$ cat src/rtl/ivs_pend_sched.sv
// Round-robin pending-request scheduler.
// Sticky request bits collect in a 32-bit pending vector. One pending index
// at a time is offered on a valid/ready handshake, and the bit is retired
// when the offer is accepted. The search for the next index starts just
// above the last granted index.
module ivs_pend_sched #(
  parameter int NUM   = 32,
  parameter int IDX_W = 5
) (
  input  logic             clk,
  input  logic             rst_n,
  input  logic             clr,
  input  logic             set_vld,
  input  logic [NUM-1:0]   set_vec,
  output logic             sel_vld,
  output logic [IDX_W-1:0] sel_idx,
  input  logic             sel_rdy,
  output logic [NUM-1:0]   pend_vec,
  output logic [IDX_W:0]   pend_cnt,
  output logic             dup_err
);

  typedef enum logic {
    IDLE  = 1'b0,
    OFFER = 1'b1
  } state_t;

  state_t           state, state_next;
  logic [NUM-1:0]   pend, pend_next;
  logic [NUM-1:0]   acc_mask, set_mask, rot;
  logic [2*NUM-1:0] dbl;
  logic [IDX_W-1:0] ptr, ptr_next;
  logic [IDX_W-1:0] idx_q, idx_next;
  logic [IDX_W-1:0] k, cand;
  logic [IDX_W:0]   cnt_q, cnt_next;
  logic             dup_q, dup_next;
  logic             accept;

  // Retire mask for the accepted offer and the qualified set bits.
  always_comb begin
    accept   = (state == OFFER) && sel_rdy;
    acc_mask = accept ? (NUM'(1) << idx_q) : '0;
    set_mask = set_vld ? set_vec : '0;
  end

  // Next pending vector and duplicate detection; a flush discards everything.
  always_comb begin
    pend_next = (pend & ~acc_mask) | set_mask;
    dup_next  = |(set_mask & pend & ~acc_mask);
    if (clr) begin
      pend_next = '0;
      dup_next  = 1'b0;
    end
  end

  // Popcount of the next pending vector so the count tracks pend_vec exactly.
  always_comb begin
    cnt_next = '0;
    for (int i = 0; i < NUM; i++) begin
      cnt_next = cnt_next + {{IDX_W{1'b0}}, pend_next[i]};
    end
  end

  // Round-robin pick: rotate registered pend by ptr, find lowest set bit.
  always_comb begin
    dbl = {pend, pend} >> ptr;
    rot = dbl[NUM-1:0];
    k   = '0;
    for (int i = NUM - 1; i >= 0; i--) begin
      if (rot[i]) begin
        k = IDX_W'(i);
      end
    end
    cand = k + ptr;
  end

  // Offer state machine: latch a candidate in IDLE, hold it in OFFER until taken.
  always_comb begin
    state_next = state;
    idx_next   = idx_q;
    ptr_next   = ptr;
    case (state)
      IDLE: begin
        if (|pend) begin
          idx_next   = cand;
          state_next = OFFER;
        end
      end
      OFFER: begin
        if (sel_rdy) begin
          ptr_next   = idx_q + IDX_W'(1);
          state_next = IDLE;
        end
      end
      default: state_next = IDLE;
    endcase
    if (clr) begin
      state_next = IDLE;
      ptr_next   = '0;
    end
  end

  // State and datapath registers with synchronous active-low reset.
  always_ff @(posedge clk) begin
    if (!rst_n) begin
      state <= IDLE;
      pend  <= '0;
      ptr   <= '0;
      idx_q <= '0;
      cnt_q <= '0;
      dup_q <= 1'b0;
    end else begin
      state <= state_next;
      pend  <= pend_next;
      ptr   <= ptr_next;
      idx_q <= idx_next;
      cnt_q <= cnt_next;
      dup_q <= dup_next;
    end
  end

  assign sel_vld  = (state == OFFER);
  assign sel_idx  = idx_q;
  assign pend_vec = pend;
  assign pend_cnt = cnt_q;
  assign dup_err  = dup_q;

endmodule

$ cat config.mk
export PLATFORM = sky130hd
export DESIGN_NAME = ivs_pend_sched
export DESIGN_NICKNAME = d
export VERILOG_FILES = /design/src/rtl/ivs_pend_sched.sv
export SDC_FILE = /design/constraint.sdc
export NUM_CORES = 1
export LEC_CHECK = 0
export BUFFER_PORTS_ARGS = -buffer_cell sky130_fd_sc_hd__buf_2
export CAP_MARGIN = 20
export CORE_MARGIN = 8
export CORE_UTILIZATION = 40
export DETAILED_ROUTE_END_ITERATION = 7
export GPL_TIMING_DRIVEN = 0
export MAX_ROUTING_LAYER = met4
export SYNTH_ARGS = -nofsm -noshare
export SYNTH_HDL_FRONTEND = slang
export SYNTH_SLANG_ARGS = --single-unit
export TNS_END_PERCENT = 10
$ cat constraint.sdc
create_clock -name clk -period 8.88 [get_ports clk]
set_clock_uncertainty 0.2 [all_clocks]
set_input_delay 1.776 -clock clk [delete_from_list [all_inputs] [get_ports clk]]
set_output_delay 1.776 -clock clk [all_outputs]
set_load 0.005 [all_outputs]
==> results.md <==
- Outcome: complete, no violations
- Detail Placement HPWL: between 20 and 30 mm
- CP most frequent cell: fa_1
- Die width: ~150 um
- Post-Syn Instances: around 870
- Met2 Resource Use GR: between 40 and 50%
- Met3 usage: around 4.7%
- Syn Nets: about 950
- Crit-path cells: buf_2 > and2_1 > clkbuf_1 > nor2b_1 > nand2_1 > o31a_1 > a21oi_1 > nor2_1 > fa_1 > inv_1 > fa_1 > fa_1 > fa_1 > fa_1 > fa_1 > inv_1 > ha_1 > inv_1 > fa_1 > inv_1 > a21o_1 > a21oi_1 > xnor2_1 > and2_1
- Post-synthesis cell type count: 75
- Number of cell rows: 50
- Hold Slack: between 0.3 and 0.4 ns
- RD Place Congestion: between 1 and 1.5
- Top cells by area, synth: dfxtp_1 13%, mux4_2 12%, mux2i_1 7.9%
- Register area share after synthesis: a little over an eighth
- Starting Density: a little over 40%
- CP Launch Type: input pin
- Worst EP arrival: around 7.5 ns
- Period minus WS final: about 7.5 ns
- H-tree levels: 2
- Synth-to-Final Area Change: 11.4%
- GRT busiest layer: met2
- Worst Tran Pin Value: between 0.9 and 1 ns
- Sink Count: 50
- Num CTS Buffers: 5
- TritonRoute pass-1 iters: 7
- Mapped cell area: 7620 um2
- Count of input and output buffers: 80
- Hold Path Depth: 2
- PD cells: between 100 and 150 nW/um2
- Critical Path RT: between 8 and 9 ns
- CTS tree: built
- Crit. End Element: flip-flop
- Number of global-route vias before repair: 7885
- Max FO, Critical Path: 7
- Routing usage on met1: roughly 34%
- GRT Total Usage: 28.3%
- R2R cell count: 23
- Fin. Hold Viols: 0
- Routed vias/inst: 6.62
- Commonest non-fill, non-tap cell in the layout: buf_2
- Fmax: approximately 130 MHz
- Final Cycle Share: 84.6%
- FF+latch count, synth: 50
- PostCTS Resize Cnt: 0
- Critical path's slowest cell: fa_1
- Routed Antenna Nets: 0
- Yosys top cell area share: a little over an eighth
- Largest net degree at the start of global routing: 17
- Post-CTS setup buffers: 0
- EDFF count, synth: 0
- Chip Height: between 150 and 200 um
- Fill cell count: approximately 1900
- RSZ-0062 raised after global routing: no
- Slew HR: between 30% and 40%
- First-pass GRT wire length: approximately 50 mm
- Synth area leader: dfxtp_1
- DR iter-0 viols: 759
- Drt drc: 0
- Gr ovfl total: 0
- Most frequent cells in the layout: 99 x buf_2, 95 x nor2_1, 60 x mux2i_1, 54 x nand2_1, 51 x clkbuf_1
- Top-Level Pins: between 80 and 90
- Antenna violations before repair: 0
- WL/cell: roughly 28 um
- Routed wire length: 33.4 mm
- Net count, final: a little over 1000
- CTS Root Cell: clkbuf_16
- VDD IR-drop max: approximately 0.13 mV
- Share of cells above drive strength 1: ~23%
- Async SR Flop Fraction: 0%
- Crit Path Class: input pin to flip-flop
- Post-CTS Hold Fix Bufs: 0
- Leakage: 3.32 nW
- Yosys warning count: 0
- CP peak stage delay: between 0.5 and 0.6 ns
- Buffer levels on the longest clock path: 2
- Pins Over Slew Limit: 0
- Vias after detailed routing: about 8000
- Core area: approximately 19000 um2
- Total of max-cap violations: 0
- Hold Crit Class: flip-flop to flip-flop
- Clk slew on worst S/H paths: 0.08 ns
- # setup viols final: 0
- Die Footprint: 23700 um2
- Avg Synthesized Cell Area: 8.80 um2
- Clock latency on the worst-skew pair: roughly 0.30 ns
- Synth Flop Type: dfxtp_1
- Antenna Diode Count: 0
- Total negative setup slack: 0 ns
==> synthesized netlist by cell type (all sizes together) (5+ instances only) <==
master / n
a22oi: 19
nor2b: 16
mux2i: 60
nor3: 8
a221oi: 9
and2: 9
nand3: 23
nand2b: 14
o22ai: 19
ha: 17
nor4: 10
o31a: 7
a211oi: 13
mux4: 54
nand2: 54
clkbuf: 51
buf: 40
a22o: 7
fa: 25
mux2: 35
nor2: 97
nand4: 7
nor3b: 6
o21a: 23
or2: 13
inv: 34
o211ai: 7
o21ai: 24
dfxtp: 50
and3: 7
a21o: 5
a21oi: 44
==> power breakdown <==
group / switching, mW / internal, mW
sequential: 0.0138 / 0.243
combinational: 0.296 / 0.217
clock: 0.0958 / 0.142
total: 0.406 / 0.602
==> layout make-up <==
| class | instances | area, um2 | area share [%] |
|---|---|---|---|
| sequential | 50 | 1000 | 11.8 |
| clock buffer | 6 | 139 | 1.64 |
| timing repair buffer | 80 | 400 | 4.72 |
| buffer | 91 | 548 | 6.45 |
| multi-input combinational | 690 | 5930 | 69.9 |
| tap | 234 | 293 | 3.45 |
| clock inverter | 2 | 38.8 | 0.457 |
| inverter | 35 | 136 | 1.61 |
==> per-stage QoR <==
stage                     power, mW  cell area, um2  setup slack [ns]  utilization [%]  cells
after floorplan               0.624            7620              1.67                -    866
after global placement        0.774            8310              1.08             44.4   1180
after detailed placement      0.773            8310              1.09             44.4   1180
after CTS                      1.01            8490              1.34             45.4   1188
after global routing           1.08            8490             0.969             45.4   1188
final                          1.01            8490              1.37             45.4   1188
==> sequential cells by signal (all words and copies together) (netlist names) <==
name      flops
dup_err       1
pend_cnt      6
pend_vec     32
ptr           5
sel_vld       1
sel_idx       5
==> kinds of logic after synthesis <==
kind of cell	after synthesis	share of synthesized area, %
AND/OR/NAND/NOR	273	17.5
AO/OA/AOI/OAI	218	20.3
buffers and inverters	126	8.98
XOR/XNOR	8	0.919
flip-flops	50	13.1
adder cells (fa/ha/maj)	42	9.36
multiplexers	149	29.8
==> layer usage <==
layer  wire (um)  part of all wire, %  up-vias
met5           0                    0        -
met4        2100                  6.3        0
met3        2530                  7.6      122
met2       15100                   45      463
met1       13700                   41     3863
li1            -                    -     3414
==> worst max-delay path: cells and delay by family <==
kind,cells,cell delay (ns)
AOI/OAI and AO/OA,4,0.70
xor gates and xnor gates,1,0.12
adders and majority gates,8,3.43
buffers and inverters,6,0.56
and+or+nand+nor,5,0.95
==> final timing paths <==
check | start | end | slack (ns)
max | sel_rdy | pend_cnt[4]$_SDFF_PN0_ | 1.37
min | sel_vld$_SDFF_PP0_ | sel_vld$_SDFF_PP0_ | 0.38
max reg2reg | sel_vld$_SDFF_PP0_ | pend_cnt[4]$_SDFF_PN0_ | 2.52
min reg2reg | sel_vld$_SDFF_PP0_ | sel_vld$_SDFF_PP0_ | 0.38
No activity file was read; power rests on OpenSTA's default activity.
